$ cat src/rtl/clint_pkg.sv
// Shared constants for the core-local interrupt sequencer: CSR addresses,
// SYSTEM instruction encodings, trap cause codes and FSM state encodings.
package clint_pkg;

  localparam logic [11:0] CSR_MEPC    = 12'h341;
  localparam logic [11:0] CSR_MSTATUS = 12'h300;
  localparam logic [11:0] CSR_MCAUSE  = 12'h342;

  localparam logic [31:0] INST_ECALL  = 32'h0000_0073;
  localparam logic [31:0] INST_EBREAK = 32'h0010_0073;
  localparam logic [31:0] INST_MRET   = 32'h3020_0073;

  localparam logic [31:0] CAUSE_ECALL   = 32'd11;
  localparam logic [31:0] CAUSE_EBREAK  = 32'd3;
  localparam logic [31:0] CAUSE_EXT_INT = 32'h8000_000B;

  localparam logic        HOLD_ENABLE   = 1'b1;
  localparam logic        WRITE_ENABLE  = 1'b1;
  localparam logic [31:0] INST_ADDR_NOP = 32'h0000_0000;

  typedef logic [2:0] state_t;

  localparam state_t S_IDLE      = 3'd0;
  localparam state_t S_W_MEPC    = 3'd1;
  localparam state_t S_W_MSTATUS = 3'd2;
  localparam state_t S_W_MCAUSE  = 3'd3;
  localparam state_t S_W_MRET    = 3'd4;

  // Trap entry: MPIE takes the old MIE, MIE is cleared.
  function automatic logic [31:0] mstatus_trap(input logic [31:0] ms);
    return {ms[31:8], ms[3], ms[6:4], 1'b0, ms[2:0]};
  endfunction

  // Trap return: MIE restored from MPIE, MPIE set.
  function automatic logic [31:0] mstatus_mret(input logic [31:0] ms);
    return {ms[31:8], 1'b1, ms[6:4], ms[7], ms[2:0]};
  endfunction

endpackage

$ cat src/rtl/clint.sv
// Core-local interrupt/exception sequencer. Detects ecall/ebreak/mret in ID
// and gated external interrupts, holds the front end while it writes
// mepc/mstatus/mcause, then issues a one-cycle redirect to ex.
//
//   state       | meaning
//   ------------+----------------------------------------------
//   S_IDLE      | watching ID and interrupt lines for a request
//   S_W_MEPC    | mepc write on the CSR port
//   S_W_MSTATUS | mstatus write (MPIE <- MIE, MIE <- 0)
//   S_W_MCAUSE  | mcause write; redirect to mtvec on exit
//   S_W_MRET    | mstatus restore; redirect to mepc on exit
module clint
  import clint_pkg::*;
#(
  parameter int INT_W = 8
) (
  input  logic              clk,
  input  logic              rst,
  input  logic [INT_W-1:0]  int_flag_i,
  input  logic [31:0]       inst_i,
  input  logic [31:0]       inst_addr_i,
  input  logic              jump_flag_i,
  input  logic [31:0]       jump_addr_i,
  input  logic              div_started_i,
  input  logic [31:0]       csr_mtvec_i,
  input  logic [31:0]       csr_mepc_i,
  input  logic [31:0]       csr_mstatus_i,
  input  logic              global_int_en_i,
  output logic              hold_flag_o,
  output logic              we_o,
  output logic [11:0]       waddr_o,
  output logic [31:0]       data_o,
  output logic              int_assert_o,
  output logic [31:0]       int_addr_o
);

  state_t      state;
  state_t      state_next;
  logic [31:0] cause;
  logic        is_ecall;
  logic        is_ebreak;
  logic        is_sync;
  logic        is_async;
  logic        is_mret;
  logic        take_trap;
  logic        take_mret;
  logic [31:0] trap_cause;
  logic [31:0] trap_epc;

  // Request decode and priority; only acted on while idle. A pending
  // sync/async request (even deferred by the divider) blocks mret.
  always_comb begin
    is_ecall   = (inst_i == INST_ECALL);
    is_ebreak  = (inst_i == INST_EBREAK);
    is_sync    = is_ecall || is_ebreak;
    is_async   = (|int_flag_i) && global_int_en_i;
    is_mret    = (inst_i == INST_MRET);
    take_trap  = (state == S_IDLE) && (is_sync || is_async) && !div_started_i;
    take_mret  = (state == S_IDLE) && is_mret && !is_sync && !is_async;
    trap_cause = is_sync ? (is_ecall ? CAUSE_ECALL : CAUSE_EBREAK) : CAUSE_EXT_INT;
    trap_epc   = (!is_sync && jump_flag_i) ? jump_addr_i : inst_addr_i;
  end

  // Hold is combinational on the detection cycle, then follows the state.
  always_comb begin
    hold_flag_o = ((state != S_IDLE) || take_trap || take_mret) ? HOLD_ENABLE : ~HOLD_ENABLE;
  end

  // Next-state logic.
  always_comb begin
    state_next = state;
    case (state)
      S_IDLE: begin
        if (take_trap)      state_next = S_W_MEPC;
        else if (take_mret) state_next = S_W_MRET;
      end
      S_W_MEPC:    state_next = S_W_MSTATUS;
      S_W_MSTATUS: state_next = S_W_MCAUSE;
      S_W_MCAUSE:  state_next = S_IDLE;
      S_W_MRET:    state_next = S_IDLE;
      default:     state_next = S_IDLE;
    endcase
  end

  // State register and cause capture on the detection cycle.
  always_ff @(posedge clk) begin
    if (rst) begin
      state <= S_IDLE;
      cause <= 32'h0;
    end else begin
      state <= state_next;
      if (take_trap) cause <= trap_cause;
    end
  end

  // Registered CSR write port and redirect strobe. The write for each state
  // is launched on the edge that enters it, so epc goes straight from the
  // detection-cycle mux into the mepc write data.
  always_ff @(posedge clk) begin
    if (rst) begin
      we_o         <= 1'b0;
      waddr_o      <= 12'h0;
      data_o       <= INST_ADDR_NOP;
      int_assert_o <= 1'b0;
      int_addr_o   <= INST_ADDR_NOP;
    end else begin
      we_o         <= 1'b0;
      waddr_o      <= 12'h0;
      data_o       <= 32'h0;
      int_assert_o <= 1'b0;
      if (take_trap) begin
        we_o    <= WRITE_ENABLE;
        waddr_o <= CSR_MEPC;
        data_o  <= trap_epc;
      end else if (take_mret) begin
        we_o    <= WRITE_ENABLE;
        waddr_o <= CSR_MSTATUS;
        data_o  <= mstatus_mret(csr_mstatus_i);
      end else begin
        case (state)
          S_W_MEPC: begin
            we_o    <= WRITE_ENABLE;
            waddr_o <= CSR_MSTATUS;
            data_o  <= mstatus_trap(csr_mstatus_i);
          end
          S_W_MSTATUS: begin
            we_o    <= WRITE_ENABLE;
            waddr_o <= CSR_MCAUSE;
            data_o  <= cause;
          end
          S_W_MCAUSE: begin
            int_assert_o <= 1'b1;
            int_addr_o   <= csr_mtvec_i;
          end
          S_W_MRET: begin
            int_assert_o <= 1'b1;
            int_addr_o   <= csr_mepc_i;
          end
          default: ;
        endcase
      end
    end
  end

endmodule
$ cat config.mk
export PLATFORM = sky130hd
export DESIGN_NAME = clint
export DESIGN_NICKNAME = d
export VERILOG_FILES = /design/src/rtl/clint_pkg.sv /design/src/rtl/clint.sv
export SDC_FILE = /design/constraint.sdc
export NUM_CORES = 1
export LEC_CHECK = 0
export ABC_CLOCK_PERIOD_IN_PS = 2500
export CAP_MARGIN = 20
export CORE_AREA = 2 2 110 112
export CTS_CLUSTER_SIZE = 16
export DETAILED_ROUTE_END_ITERATION = 7
export DIE_AREA = 0 0 112 114
export PLACE_DENSITY_LB_ADDON = 0.05
export RECOVER_POWER = 25
export SLEW_MARGIN = 10
export SYNTH_ARGS = -nofsm -noshare
export SYNTH_HDL_FRONTEND = slang
export SYNTH_SLANG_ARGS = --single-unit
$ cat constraint.sdc
create_clock -name clk -period 2.5 [get_ports clk]
set_clock_uncertainty 0.2 [all_clocks]
set_input_delay 0.375 -clock clk [delete_from_list [all_inputs] [get_ports clk]]
set_output_delay 0.375 -clock clk [all_outputs]
set_load 0.1 [all_outputs]
* Yosys cells after proc, flatten, opt, wreduce, memory -nomap -nowiden *
Index checks and enable logic that the tools add are counted.

storage, ports and cells
  input port bits = 205
  memories kept = 0
  latch bits = 0
  word-level logic and storage cells = 58
  output and inout bits = 79
  register bits = 113
  ROM bits = 0
  RAM bits = 0

operators by class
  multipliers = 0
  equal/unequal tests = 8
  div/mod/pow operators = 0
  add/sub/neg operators = 0
  muxes and demuxes = 18
  bitwise gates (word level) = 2
  reduce and logical (&&, ||, !) cells = 22
  order comparisons = 0
  shift-type cells = 0

operator list
  cell                                             number
  two-way mux 32 bit                               4
  one-hot mux 32 bit (2 select lines)              2
  == test 32 x 21 -> 1 bit, second input constant  1
  == test 32 x 30 -> 1 bit, second input constant  1
  == test 32 x 7 -> 1 bit, second input constant   1
  two-way mux 10 bit                               2
  one-hot mux 10 bit (2 select lines)              1
  one-hot mux 3 bit (3 select lines)               1
  OR reduction 8 bit                               1
  logical AND 1 bit                                7
  == test 3 x 2 -> 1 bit, second input constant    2
  two-way mux 3 bit                                2
  two-way mux 1 bit                                5
  logical OR 1 bit                                 4
  two-way mux 4 bit                                1
  OR reduction 2 bit                               2
  == test 3 x 1 -> 1 bit, second input constant    1
  == test 3 bit, second input constant             1
  logical NOT 1 bit                                3
  logical NOT 3 bit                                1
  != test 3 bit, second input constant             1
  AND reduction 3 bit                              1
  nonzero test 3 bit                               1
  OR reduction 3 bit                               1
  2 further kinds                                  3

* Logic depth before layout (Yosys ltp) *
Gate-level depths: netlist of the first run.

  word-level depth = 8
  depth in mapped cells = 8
  gate-level depth less buffers = 5

* Least setup slack after synthesis of the first run *
Ideal clock, no wire load.

  path type = in2out
  from = in inst_i[2]
  to = out hold_flag_o
  data required time = 1925 ps
  stages on the path = 6
  setup slack = -875 ps
  buffers on the path = 1
  arrival time = 2800 ps
  cell sequence = nor4b_1 > nand4_1 > nor2_2 > buf_2 > nor2_1 > o21ai_1

on the way
  longest elaborated chain between the ends = 8
  elaborated cells on any way between the ends = 14
  classes of those cells = 3 x eq/ne; 1 x mux; 10 x reduce/logical

RTL lines
  what                                                                        line                      RTL
  start: declaration                                                          clint.sv:20               input logic [31:0] inst_i,
  == test 32 x 7 -> 1 bit / == test 32 x 21 -> 1 bit (equally long branches)  clint.sv:53, clint.sv:54
  logical OR 1 bit                                                            clint.sv:55               is_sync = is_ecall || is_ebreak;
  logical OR 1 bit                                                            clint.sv:58               take_trap = (state == S_IDLE) && (is_sync || is_async) && !div_started_i;
  logical AND 1 bit (2 in a row)                                              clint.sv:58
  logical OR 1 bit                                                            clint.sv:66               hold_flag_o = ((state != S_IDLE) || take_trap || take_mret) ? HOLD_ENABLE : ~HOLD_ENABLE;
  logical OR 1 bit *                                                          clint.sv:66
  two-way mux 1 bit *                                                         clint.sv:66
  end: declaration                                                            clint.sv:29               output logic hold_flag_o,

Every way passes the cells marked *; elsewhere a longest branch is shown, timed or not.

* Worst setup path after layout of the first run *
  from = in inst_i[20]
  to = out hold_flag_o

The elaborated chain is that of the path after synthesis.

==> impl_metrics.yaml, run 1 <==
status:
  status: "finished, final reports clean"
global_routing:
  grt_pass1_vias: 3788
  grt_antenna_before_repair: 2
  grt_pass1_wl_um: 19200
  grt_usage: 0.187
  grt_overflow: 0
  grt_max_degree: 66
clocking:
  insertion_delay_ns: 0.31
  htreeDepth: 3
  cts_tree: "yes"
  cts_buffers: 9
  path_clk_slew_ns: 0.05
  clock_path_buffers: 2
  root_buffer: "clkbuf_16"
  cts_sinks: 75
worst_setup_path:
  cp_slowest_cell: "clkdlybuf4s50_1"
  path_depth: 6
  critical_path.top_delay_family: "simple AND/OR/NAND/NOR gates"
  path_class: "in -> out"
  cp-start-kind: "input pin"
  cp_cell_sequence: "clkdlybuf4s50_1, nand4b_1, nor4_4, nor4_4, o21ai_4, buf_12"
  critPathBufInv: 2
  r2r_cells: 7
  max_stage_delay_ns: 0.46
  critical_path_arrival_ns: 1.85
  endpoint_kind: "output port"
  critPathMaxFanout: 2
  rrSetupSlack_ns: 0.36
  required_ns: 1.92
  worst_path_most_repeated_cell: "nor4_4"
sta:
  period_needed_ns: 2.42
  fin_crit_sh: 0.969
  hold_viol_final: 0
  setup_viol: 0
  whs_ns: 0.273
  tightest_slew_ns: 1.23
  slew_headroom: 0.182
  drv_slew: 0
  max_freq_ghz: 0.413
  rsz0062_at_grt: "false"
  finalSetupTns_ns: 0
synth:
  synth_cells: 360
  synth_area_leaders: "dfxtp_1, mux2i_1, a221o_1"
  yosys_warnings: 0
  synth_seq_cells: 75
  avgSynthCellArea_um2: 9.53
  ys_seq_area_frac: 0.438
  syn-cell-area_mm2: 0.00343
  yosysTopAreaCellShare: 0.438
  synth_top_area_cell: "dfxtp_1"
  ys_types: 45
detailed_routing:
  drt_iter0_drc: 208
  via_per_inst: 4.79
  routed_wl_um: 12800
  drc_errors: 0
  vias: 3846
  first_pass_iters: 6
  wl_per_cell_um: 15.9
  ant_nets: 0
cells_and_area:
  layout_common_cells: "clkdlybuf4s50_1, dfxtp_1, buf_4"
  final_core_util: 0.574
  syn2layout_area_growth_pct: 95.8
  drive_above_1_share: 0.188
  fin_nets: 856
  layout_commonest_cell: "clkdlybuf4s50_1"
  fin_area_mm2: 0.00672
placed_design:
  place_area_mm2: 0.00632
  globalplace.congestion: 0.848
  io_buffer_count: 276
  hpwl_um: 9710
pwr:
  seqPwrFrac: 0.338
  power.density_mw_per_mm2: 573
  comb_power_share: 0.322
  power.leakage_nw: 2.69
  internal_power_mw: 2.54
  clkPwrFrac: 0.340
  switching_share: 0.340
  p_sw_mw: 1.31
  vdd_drop_max_mv: 0.406
floorplanning:
  die_y_um: 114
  die-width_um: 112
  ios: 284
  fp.coreArea_mm2: 0.0117
  dieArea_mm2: 0.0128
  rows: 40
  initial_core_util: 0.293
worst_hold_path:
  holdPathStages: 1
  hold_class: "reg -> reg"
flow_run:
  cap_viol_max_count: 0
## registers in the layout (all words and copies together) (netlist names)
register / cells
cause: 3
int_addr_o: 32
data_o: 32
waddr_o: 4
state: 3
int_assert_o: 1
## final cells by class
type / instances / area, µm²
repair buffers: 313 / 2810
clock buffers: 11 / 253
fillers: 1066 / 4990
clock inverters: 4 / 50.0
multi-input cells: 250 / 1910
flip-flops and latches: 75 / 1500
inverters: 2 / 7.51
well taps: 147 / 184
diodes: 1 / 2.50
## metrics by stage
stage	setup WS (ns)	std cells	total power, mW
2_1_floorplan	0.000000666	366	2.09
3_3_place_gp	-0.399	776	2.58
3_5_place_dp	-0.408	777	2.59
4_1_cts	0.00481	798	3.92
5_1_grt	0.0151	802	4.00
6_report	0.0776	803	3.85
## logic make-up after synthesis
logic type | Yosys count | share of synthesized area
AND/OR/NAND/NOR | 129 | 0.193
buffers and inverters | 41 | 0.0675
multiplexers | 32 | 0.0934
other | 1 | 0.00109
flip-flops | 75 | 0.438
XOR/XNOR | 1 | 0.00255
AO/OA/AOI/OAI | 81 | 0.205
## worst paths after layout
path / end / startpoint
max: hold_flag_o / inst_i[20]
min: cause[3] / cause[3]
max reg2reg: data_o[14] / state[2]
min reg2reg: cause[3] / cause[3]
## power by group through the flow
stage | sequential (mW) | clock (mW) | combinational [mW]
2_1_floorplan | 1.76 | 0 | 0.327
3_3_place_gp | 1.33 | 0 | 1.26
3_5_place_dp | 1.33 | 0 | 1.27
4_1_cts | 1.30 | 1.34 | 1.27
5_1_grt | 1.31 | 1.40 | 1.29
6_report | 1.30 | 1.31 | 1.24
## what timing repair did
action	CTS	global route
gates resized for setup	33	36
pin swaps	16	15
setup endpoints to repair	1	29
setup buffers	6	4
hold buffers	0	0
## routing by layer
layer  up-vias  part of all wire  track usage
met3        21             0.089       0.0632
met5         -            0.0015            0
met4         2             0.018       0.0569
met1      1744              0.38        0.209
met2       175              0.51        0.338
li1       1904                 -            -
## cells in the mapped netlist (all sizes together)
library cell / count
o21bai: 1
a211oi: 34
mux2i: 32
nor4b: 2
nand4: 2
a21oi: 2
nor4: 10
buf: 32
o21a: 2
conb: 1
and3: 4
nand2b: 2
nand4b: 1
dfxtp: 75
a221o: 28
a21o: 1
xnor2: 1
or3b: 2
nor3: 4
o21ai: 2
nand3: 2
nand2: 25
a31oi: 1
clkbuf: 7
a222oi: 1
a31o: 1
nor3b: 9
nor4bb: 2
a22o: 3
or3: 3
inv: 2
nor2b: 1
a2111o: 3
nor2: 60
o21ba: 2
Power figures use the tool's default switching activity.
==> run 2: changes to the inputs <==
--- a/config.mk
+++ b/config.mk
@@ -8,6 +8,7 @@
 export ABC_CLOCK_PERIOD_IN_PS = 2500
 export CAP_MARGIN = 20
 export CORE_AREA = 2 2 110 112
+export CTS_BUF_LIST = sky130_fd_sc_hd__clkbuf_4 sky130_fd_sc_hd__clkbuf_8
 export CTS_CLUSTER_SIZE = 16
 export DETAILED_ROUTE_END_ITERATION = 7
 export DIE_AREA = 0 0 112 114
==> run 2 against run 1 <==
Register-to-register slack hardly changed; power is 9.0% lower; clock power is 26% lower; flip-flop and latch count stayed put; routed wire length is 0.43% higher; global-route usage is 0.067 points higher; first-iteration DRC count is 0.96% lower; final area is 1.6% lower; largest cell class unchanged; highest routed layer unchanged.
==> impl_metrics.yaml, run 2 (same netlist as run 1, synthesis figures left out) <==
placed_design:
  io_buffer_count: 276
  hpwl_um: 9710
  pre_cts_ws_ns: -0.408
  globalplace.congestion: 0.848
  place_area_mm2: 0.00632
clocking:
  cts_buffers: 9
  path_clk_slew_ns: 0.07
  htreeDepth: 3
  cts_tree: "yes"
  cts_sinks: 75
  insertion_delay_ns: 0.32
  root_buffer: "clkbuf_8"
  clock_path_buffers: 2
  ctsHoldBuffers: 0
detailed_routing:
  drc_errors: 0
  via_per_inst: 4.78
  first_pass_iters: 4
  ant_nets: 0
  wl_per_cell_um: 16.0
  routed_wl_um: 12800
  vias: 3840
  drt_iter0_drc: 206
status:
  status: "finished, final reports clean"
worst_setup_path:
  required_ns: 1.92
  cp-start-kind: "input pin"
  critical_path_arrival_ns: 1.85
  path_class: "in -> out"
  critPathMaxFanout: 2
  endpoint_kind: "output port"
cells_and_area:
  layout_common_cells: "clkdlybuf4s50_1, dfxtp_1, buf_4"
  fin_nets: 856
  layout_commonest_cell: "clkdlybuf4s50_1"
  syn2layout_area_growth_pct: 92.7
  largest_registers: "data_o (32), int_addr_o (32), waddr_o (4)"
  fillers: 1081
  fin_area_mm2: 0.00661
  final_core_util: 0.565
  drive_above_1_share: 0.185
global_routing:
  grt_pass1_vias: 3805
  grt_overflow: 0
  grt_antenna_before_repair: 2
  grt_max_degree: 66
  grt_pass1_wl_um: 19200
  grt_usage: 0.188
floorplanning:
  die-width_um: 112
  ios: 284
  die_y_um: 114
  fp.coreArea_mm2: 0.0117
  initial_core_util: 0.293
  rows: 40
  dieArea_mm2: 0.0128
pwr:
  internal_power_mw: 2.23
  power.density_mw_per_mm2: 530
  switching_share: 0.363
  p_sw_mw: 1.27
  total_power_mw: 3.50
  clkPwrFrac: 0.275
  vdd_drop_max_mv: 0.322
  comb_power_share: 0.354
  power.leakage_nw: 2.65
  seqPwrFrac: 0.371
worst_hold_path:
  hold_class: "reg -> reg"
sta:
  tightest_slew_ns: 1.23
  slew_headroom: 0.181
  max_freq_ghz: 0.413
  setup_viol: 0
  hold_viol_final: 0
  setup_ws_ns: 0.0780
  period_needed_ns: 2.42
  rsz0062_at_grt: "false"
  fin_crit_sh: 0.969
  drv_slew: 0
flow_run:
  cap_viol_max_count: 0
-- run 2: area by class of cell --
cell class / count / area (µm²) / area share
multi-input combinational: 250 / 1910 / 0.289
clock buffer: 11 / 151 / 0.0229
tap: 147 / 184 / 0.0278
timing repair buffer: 313 / 2810 / 0.425
clock inverter: 4 / 50.0 / 0.00757
antenna: 1 / 2.50 / 0.000378
sequential: 75 / 1500 / 0.227
inverter: 2 / 7.51 / 0.00114
-- run 2: routing by layer --
| layer | wire [µm] | global-route usage | vias to the layer above |
|---|---|---|---|
| met2 | 6530 | 0.340 | 167 |
| li1 | - | - | 1902 |
| met4 | 242 | 0.0618 | 2 |
| met5 | 13 | 0 | - |
| met1 | 4910 | 0.207 | 1749 |
| met3 | 1130 | 0.0643 | 20 |
-- run 2: critical path: stages --
cell             delay (ns)
clkdlybuf4s50_1        0.46
nand4b_1               0.28
nor4_4                 0.37
nor4_4                 0.07
o21ai_4                0.10
buf_12                 0.20
-- run 2: worst paths after layout --
path	from	endpoint	slack (ns)	cells after the start
setup / recovery	inst_i[20]	hold_flag_o	0.08	6
hold / removal	cause[3]	cause[3]	0.28	1
setup reg to reg	state[2]	data_o[27]	0.35	7
hold reg to reg	cause[3]	cause[3]	0.28	1
-- run 2: repair_timing --
action / CTS / global route
setup buffers: 6 / 4
setup endpoints to repair: 1 / 28
pin swaps: 16 / 15
hold endpoints to repair: 0 / 0
cloned: 0 / 0
resized for setup: 33 / 34
-- run 2: power by group through the flow --
stage	Sequential (mW)	Combinational [mW]	Clock [mW]
after detailed placement	1.33	1.27	0
after CTS	1.30	1.27	0.992
after global placement	1.33	1.26	0
after floorplan	1.76	0.327	0
after global routing	1.31	1.29	1.04
final	1.30	1.24	0.963
-- run 2: metrics by stage --
stage	std cells	hold slack [ns]	setup TNS, ns
floorplan	366	0.239	0
global placement	776	0.261	-12.31
detailed placement	777	0.262	-9.25
CTS	798	0.279	0
global route	802	0.307	0
finish	803	0.278	0
==> run 3: changes to the inputs <==
--- a/config.mk
+++ b/config.mk
@@ -9,6 +9,7 @@
 export CAP_MARGIN = 20
 export CORE_AREA = 2 2 110 112
 export CTS_BUF_LIST = sky130_fd_sc_hd__clkbuf_4 sky130_fd_sc_hd__clkbuf_8
+export CTS_CLUSTER_DIAMETER = 80
 export CTS_CLUSTER_SIZE = 16
 export DETAILED_ROUTE_END_ITERATION = 7
 export DIE_AREA = 0 0 112 114
==> results of run 3 <==
No change in the layout: final DEF, timing and power equal those of run 2.
